$ cat config.mk
export PLATFORM = sky130hd
export DESIGN_NAME = update_scan
export DESIGN_NICKNAME = d
export VERILOG_FILES = /design/src/rtl/update_scan.sv
export SDC_FILE = /design/constraint.sdc
export NUM_CORES = 1
export LEC_CHECK = 0
export ABC_AREA = 0
export BUFFER_PORTS_ARGS = -buffer_cell sky130_fd_sc_hd__clkbuf_2
export CAP_MARGIN = 30
export CORE_MARGIN = 8
export CORE_UTILIZATION = 57
export CTS_CLUSTER_DIAMETER = 30
export DETAILED_ROUTE_END_ITERATION = 10
export GPL_TIMING_DRIVEN = 0
export PLACE_DENSITY = 0.75
export SYNTH_ARGS = -nofsm -noshare
export SYNTH_HDL_FRONTEND = slang
export SYNTH_SLANG_ARGS = --single-unit
$ cat constraint.sdc
create_clock -name clk -period 7.25 [get_ports clk]
set_input_delay 0.725 -clock clk [delete_from_list [all_inputs] [get_ports clk]]
set_output_delay 0.725 -clock clk [all_outputs]
set_load 0.1 [all_outputs]
$ cat src/rtl/update_scan.sv
// update_scan: writer side of the element-cell scan.
// Owns DEPTH version cells. Each update request is executed by a sequential
// scan that closes the live version of the element and records the lowest
// free slot. A new cell is then allocated in that slot.
// Optional build macro INPLACE_UPDATE_EN: when the closing match has
// low == metadata, the matched cell is rewritten in place instead of being
// freed and reallocated.
module update_scan #(
  parameter int         DEPTH = 8,
  parameter logic [7:0] MAXV  = 8'hFF,
  localparam int        SW    = $clog2(DEPTH)
) (
  input  logic          clk,
  input  logic          rst,
  input  logic          req_valid,
  output logic          req_ready,
  input  logic [7:0]    req_array_code,
  input  logic [7:0]    req_index,
  input  logic [7:0]    req_value,
  input  logic [7:0]    req_metadata,
  output logic          resp_valid,
  input  logic          resp_ready,
  output logic          resp_ok,
  output logic          resp_full,
  output logic [SW-1:0] resp_slot,
  input  logic [SW-1:0] rd_addr,
  output logic          rd_arrDef,
  output logic          rd_eltDef,
  output logic [7:0]    rd_array_code,
  output logic [7:0]    rd_rank,
  output logic [7:0]    rd_low,
  output logic [7:0]    rd_high,
  output logic [7:0]    rd_index,
  output logic [7:0]    rd_value
);

  typedef enum logic [1:0] {IDLE, SCAN, WRITE, RESP} state_t;

  typedef struct packed {
    logic       arr_def;
    logic       elt_def;
    logic [7:0] array_code;
    logic [7:0] rank;
    logic [7:0] low;
    logic [7:0] high;
    logic [7:0] index;
    logic [7:0] value;
  } cell_t;

  localparam logic [SW-1:0] LAST = SW'(DEPTH - 1);

  state_t          state, state_nxt;
  cell_t           cells [DEPTH];
  cell_t           cur;
  cell_t           rd_cell;
  logic [SW-1:0]   ptr;
  logic [7:0]      rq_code, rq_index, rq_value, rq_md;
  logic            matched;
  logic            free_found;
  logic [SW-1:0]   free_slot;
  logic            hit;
  logic            hit_low;
  logic            slot_free;
`ifdef INPLACE_UPDATE_EN
  logic            inplace_hit;
  logic [SW-1:0]   inplace_slot;
`endif

  assign req_ready = (state == IDLE);

  // State register.
  always_ff @(posedge clk) begin
    if (rst) state <= IDLE;
    else     state <= state_nxt;
  end

  // Next-state decode.
  // NOTE: every always_comb output is given a default first so no path can
  // leave it unassigned, which would otherwise infer a latch.
  always_comb begin
    state_nxt = state;
    case (state)
      IDLE:    if (req_valid)      state_nxt = SCAN;
      SCAN:    if (ptr == LAST)    state_nxt = WRITE;
      WRITE:                       state_nxt = RESP;
      RESP:    if (resp_ready)     state_nxt = IDLE;
      default:                     state_nxt = IDLE;
    endcase
  end

  // Match and free-slot evaluation for the cell under the scan pointer.
  always_comb begin
    cur     = cells[ptr];
    hit     = (state == SCAN) && !matched && cur.elt_def &&
              (cur.array_code == rq_code) && (cur.index == rq_index) &&
              (cur.low <= rq_md) && (rq_md <= cur.high);
    hit_low = hit && (rq_md == cur.low);
`ifdef INPLACE_UPDATE_EN
    // A cell rewritten in place stays live, so it never counts as free.
    slot_free = !cur.elt_def;
`else
    // A cell freed by this very match is eligible as the allocation slot.
    slot_free = !cur.elt_def || hit_low;
`endif
  end

  // Request latch, scan bookkeeping, cell updates and response registers.
  // NOTE: the cells must read as zero after reset, so they are flops with an
  // explicit reset loop rather than a RAM; state updates use <= throughout so
  // every read in a cycle sees the value committed at the previous edge.
  always_ff @(posedge clk) begin
    if (rst) begin
      for (int i = 0; i < DEPTH; i++) cells[i] <= '0;
      ptr        <= '0;
      rq_code    <= '0;
      rq_index   <= '0;
      rq_value   <= '0;
      rq_md      <= '0;
      matched    <= 1'b0;
      free_found <= 1'b0;
      free_slot  <= '0;
      resp_valid <= 1'b0;
      resp_ok    <= 1'b0;
      resp_full  <= 1'b0;
      resp_slot  <= '0;
`ifdef INPLACE_UPDATE_EN
      inplace_hit  <= 1'b0;
      inplace_slot <= '0;
`endif
    end else begin
      case (state)
        IDLE: begin
          if (req_valid) begin
            rq_code    <= req_array_code;
            rq_index   <= req_index;
            rq_value   <= req_value;
            rq_md      <= req_metadata;
            ptr        <= '0;
            matched    <= 1'b0;
            free_found <= 1'b0;
            free_slot  <= '0;
`ifdef INPLACE_UPDATE_EN
            inplace_hit  <= 1'b0;
            inplace_slot <= '0;
`endif
          end
        end
        SCAN: begin
          ptr <= (ptr == LAST) ? '0 : ptr + 1'b1;
          if (hit) begin
            matched <= 1'b1;
            if (hit_low) begin
`ifdef INPLACE_UPDATE_EN
              cells[ptr].value <= rq_value;
              cells[ptr].high  <= MAXV;
              inplace_hit      <= 1'b1;
              inplace_slot     <= ptr;
`else
              cells[ptr].elt_def <= 1'b0;
`endif
            end else begin
              // rq_md > low here, so the decrement cannot wrap.
              cells[ptr].high <= rq_md - 8'd1;
            end
          end
          if (!free_found && slot_free) begin
            free_found <= 1'b1;
            free_slot  <= ptr;
          end
        end
        WRITE: begin
          resp_valid <= 1'b1;
`ifdef INPLACE_UPDATE_EN
          if (inplace_hit) begin
            resp_ok   <= 1'b1;
            resp_slot <= inplace_slot;
          end else
`endif
          if (free_found) begin
            cells[free_slot] <= '{arr_def: 1'b1, elt_def: 1'b1,
                                  array_code: rq_code, rank: rq_md,
                                  low: rq_md, high: MAXV,
                                  index: rq_index, value: rq_value};
            resp_ok   <= 1'b1;
            resp_slot <= free_slot;
          end else begin
            resp_full <= 1'b1;
            resp_slot <= '0;
          end
        end
        RESP: begin
          if (resp_ready) begin
            resp_valid <= 1'b0;
            resp_ok    <= 1'b0;
            resp_full  <= 1'b0;
            resp_slot  <= '0;
          end
        end
        default: ;
      endcase
    end
  end

  // Combinational read port; addresses beyond the cell array read as zero.
  always_comb begin
    rd_cell = '0;
    if (32'(rd_addr) < DEPTH) rd_cell = cells[rd_addr];
  end

  assign rd_arrDef     = rd_cell.arr_def;
  assign rd_eltDef     = rd_cell.elt_def;
  assign rd_array_code = rd_cell.array_code;
  assign rd_rank       = rd_cell.rank;
  assign rd_low        = rd_cell.low;
  assign rd_high       = rd_cell.high;
  assign rd_index      = rd_cell.index;
  assign rd_value      = rd_cell.value;

endmodule

==> qor.csv <==
stage;metric;value;unit
status;status;finished clean;
flow_run;Max Cap Viol;0;
synthesis;largest family of logic cells by synthesized area;multiplexers;
finish;fraction of layout instances using a drive strength above 1;29.7;%
clocking;clk slew on worst S/H paths;0.05;ns
critical_path;WS Path Type;flop to flop;
pwr;peak supply drop;0.248;mV
synthesis;simple-gate portion of the synthesized area;13.7;%
timing;Slew HR;28.0;%
clocking;Worst-Skew Late Latency;0.61;ns
clocking;H-tree depth;3;
timing;measured slew at the worst slew-check pin;1.08;ns
timing;Worst Clk Skew;0.0356;ns
timing;Max Slew Vio Count;0;
drt;routed len/inst;29.1;µm
floorplanning;Ports;96;
pwr;Sw Share;30.4;%
pwr;clock share of power;47.7;%
min_path;Worst Hold Class;primary input to flop;
synthesis;Post-Syn Nets;1494;
drt;DR iter-0 viols;1997;
critical_path;r2r worst-path depth;17;
synthesis;share of synthesized registers carrying an async set or reset;0;%
synthesis;Synth Cell Area;19800;µm²
critical_path;max incr delay on CP;0.77;ns
critical_path;maximum net fanout on the critical path;10;
grt;grt total ovfl;0;
timing;Hold Vio Cnt, Final;0;
pwr;total net switching power;2.46;mW
min_path;WHS Endpoint;rq_md[6];
critical_path;Top delay family on crit path;buffers and inverters;
clocking;# clock sinks;387;
synthesis;Post-Synthesis Cells;1432;
critical_path;CP Buf/Inv Count;7;
synthesis;Seq cells post-synth;387;
finish;P&R area growth vs syn;21.4;%
floorplanning;DIE AREA;41000;µm²
grt;largest net degree at the start of global routing;26;
pwr;power per cell area;337;nW/µm²
floorplanning;Die Height;202;µm
place;Area after DPL;21200;µm²
floorplanning;core area;34400;µm²
clocking;hold_buf cts;0;
floorplanning;die width;202;µm
timing;Tmin final;7.13;ns
synthesis;sequential share of the synthesized area;56.1;%
synthesis;top_reg_cell synth;edfxtp_1;
drt;DRC;0;
clocking;Post-CTS Setup Inserts;0;
critical_path;CP endpoint kind;flop;
synthesis;XOR/XNOR Fraction of Synth Area;0.707;%
finish;fin area;24100;µm²
timing;Hold Slack;0.340;ns
timing;fmax;140;MHz
grt;vias in the first global route;14800;
clocking;CTS tree;done;
clocking;CTS Buf Count;81;
drt;drt pass-1 iters;7;
min_path;Cells on Worst Hold Path;3;
critical_path;Worst Path Required;7.56;ns
synthesis;library cells used by synthesis;54;
finish;fin nets;1691;
critical_path;Startpoint Class;flop;
floorplanning;row count;68;
pwr;Comb pwr share;19.9;%
drt;post-route ant nets;0;
timing;unrepaired setup endpoints after global routing;no;
clocking;clk root buf;clkbuf_16;
synthesis;Avg Cell Area, Syn;13.8;µm²
floorplanning;Initial Util;57.7;%
critical_path;crit-path cells;buf_2, buf_2, buf_1, buf_1, mux2i_1, ha_1, and3_1, a221o_1, a221oi_2, o2111ai_1, or4_1, nor4b_2, a21oi_1, buf_6, buf_6, o21bai_1, buf_4;
critical_path;FF-to-FF End;cells[7][19];
place;Detail Placement HPWL;41.1;mm
grt;Tot GR Track Use;30.3;%
place;IO buf count;92;
drt;via count;14300;
place;placed insts;2000;
critical_path;critical path's slowest cell;buf_1;
timing;fin crit share;98.4;%
drt;vias per inst;6.65;
critical_path;arrival time worst endpoint;7.44;ns
synthesis;EDFF count, synth;336;
pwr;Leakage;8.73;nW
synthesis;post-synthesis compound-gate area fraction;3.97;%
pwr;register share of total power;32.4;%
min_path;worst hold start;req_metadata[6];
place;gpl congestion;0.911;
finish;post-route insts no fill;2150;
finish;ant diodes;0;
grt;initial antenna violation count;0;
synthesis;YS warnings;0;
pwr;Int Pwr;5.64;mW
synthesis;Synth Area in Adders;1.45;%
critical_path;R2R setup slack;0.12;ns
grt;first-pass GRT wire length;91.9;mm
drt;final WL;62.6;mm
timing;final setup violation count;0;
synthesis;portion of netlist area occupied by mux cells;20.7;%
clocking;CTS Buffer Depth;3;
[worst register-to-register path, stage by stage (launching register included)]
cell	delay [ns]
dfxtp_1	0.30
buf_2	0.26
buf_2	0.42
buf_1	0.77
buf_1	0.78
mux2i_1	0.28
ha_1	0.27
and3_1	0.21
a221o_1	0.41
a221oi_2	0.63
o2111ai_1	0.22
or4_1	0.60
nor4b_2	0.36
a21oi_1	0.26
buf_6	0.22
buf_6	0.16
o21bai_1	0.44
buf_4	0.26
[state kept, by name (all words and copies together), names as in the netlist, named ones only]
register / cells
rq_value: 8
resp_slot: 3
free_found: 1
free_slot: 3
resp_full: 1
resp_ok: 1
rq_md: 8
rq_code: 8
ptr: 3
state: 2
matched: 1
resp_valid: 1
rq_index: 8
cells: 336
[per-layer routing]
metal  GRT usage, %  part of all wire (%)
met5              0                     0
met2           48.9                    48
met4           17.8                   5.5
met3           7.49                    11
met1           36.9                    35
[timing repair]
action | in CTS | in global routing
cloned | 0 | 0
endpoints found under the hold margin | 0 | 0
endpoints found under the setup margin | 36 | 36
gates resized for setup | 5 | 1
[worst max-delay path by stage]
stage | end | depth (start not counted) | slack, ns
2_1_floorplan | cells[2][16] | 17 | 1.68
3_3_place_gp | cells[7][21] | 17 | -0.67
3_5_place_dp | cells[2][22] | 18 | -0.35
4_1_cts | cells[7][19] | 19 | 0.14
5_1_grt | cells[7][19] | 17 | 0.04
6_report | cells[7][19] | 17 | 0.12
[area by class of cell]
type / instances / area (µm²)
sequential: 387 / 11100
fill: 2320 / 10300
multi-input combinational: 893 / 8060
clock buffer: 100 / 2220
timing repair buffer: 115 / 816
clock inverter: 49 / 613
buffer: 136 / 611
tap: 455 / 569
inverter: 15 / 56.3
[synth_stat cells (all sizes together), types with 10 or more instances]
cell      n  area [µm²]
clkbuf   82         308
ha       23         288
xor2     11        96.3
edfxtp  336       10100
and3     29         181
mux2     50         563
nand2    86         323
a22oi    11        82.6
nor2     43         161
buf      55         305
or2      10        62.6
inv      13        48.8
nor3    140         726
and2    165        1030
dfxtp    51        1020
mux4    138        3110
mux2i    44         440
a21oi    46         230
[layout by cell type (no fill, tap or decap), types with 8 or more instances in the layout]
cell type,n
nor3_1,135
inv_1,9
clkbuf_8,8
edfxtp_1,336
clkbuf_1,91
clkbuf_16,83
nor2_1,43
a22oi_1,11
buf_1,23
xor2_1,11
a31o_2,9
bufinv_16,12
clkinv_2,8
and3_1,29
mux4_2,138
a21oi_1,46
dfxtp_1,51
and2_1,165
mux2i_1,44
or2_2,9
clkinvlp_4,9
buf_2,13
buf_4,16
ha_1,23
nand2_1,86
inv_6,8
mux2_2,50
buf_8,9
clkinv_1,8
clkbuf_2,93
[logic make-up (layout without fill, tap and decap cells)]
family | Yosys count | count (layout)
AOI/OAI and AO/OA | 117 | 117
buffers and inverters | 152 | 415
and+or+nand+nor | 505 | 505
xor gates and xnor gates | 16 | 16
adders and majority gates | 23 | 23
DFF | 387 | 387
muxes | 232 | 232
[power groups by stage]
stage	registers, mW	logic, mW	clock network [mW]
CTS	2.62	1.58	3.85
detailed placement	2.66	1.56	0
finish	2.63	1.61	3.86
global route	2.64	1.68	3.96
global placement	2.65	1.51	0
floorplan	2.66	1.09	0
[per-stage QoR]
stage	TNS, ns	power (mW)	util [%]	worst slack [ns]
final	0	8.10	70.0	0.116
after global routing	0	8.28	70.0	0.0351
after CTS	0	8.06	69.9	0.138
after detailed placement	-7.90	4.22	61.6	-0.349
after global placement	-27.69	4.16	60.7	-0.670
after floorplan	0	3.74	-	1.68
No activity file was read; power rests on OpenSTA's default activity.
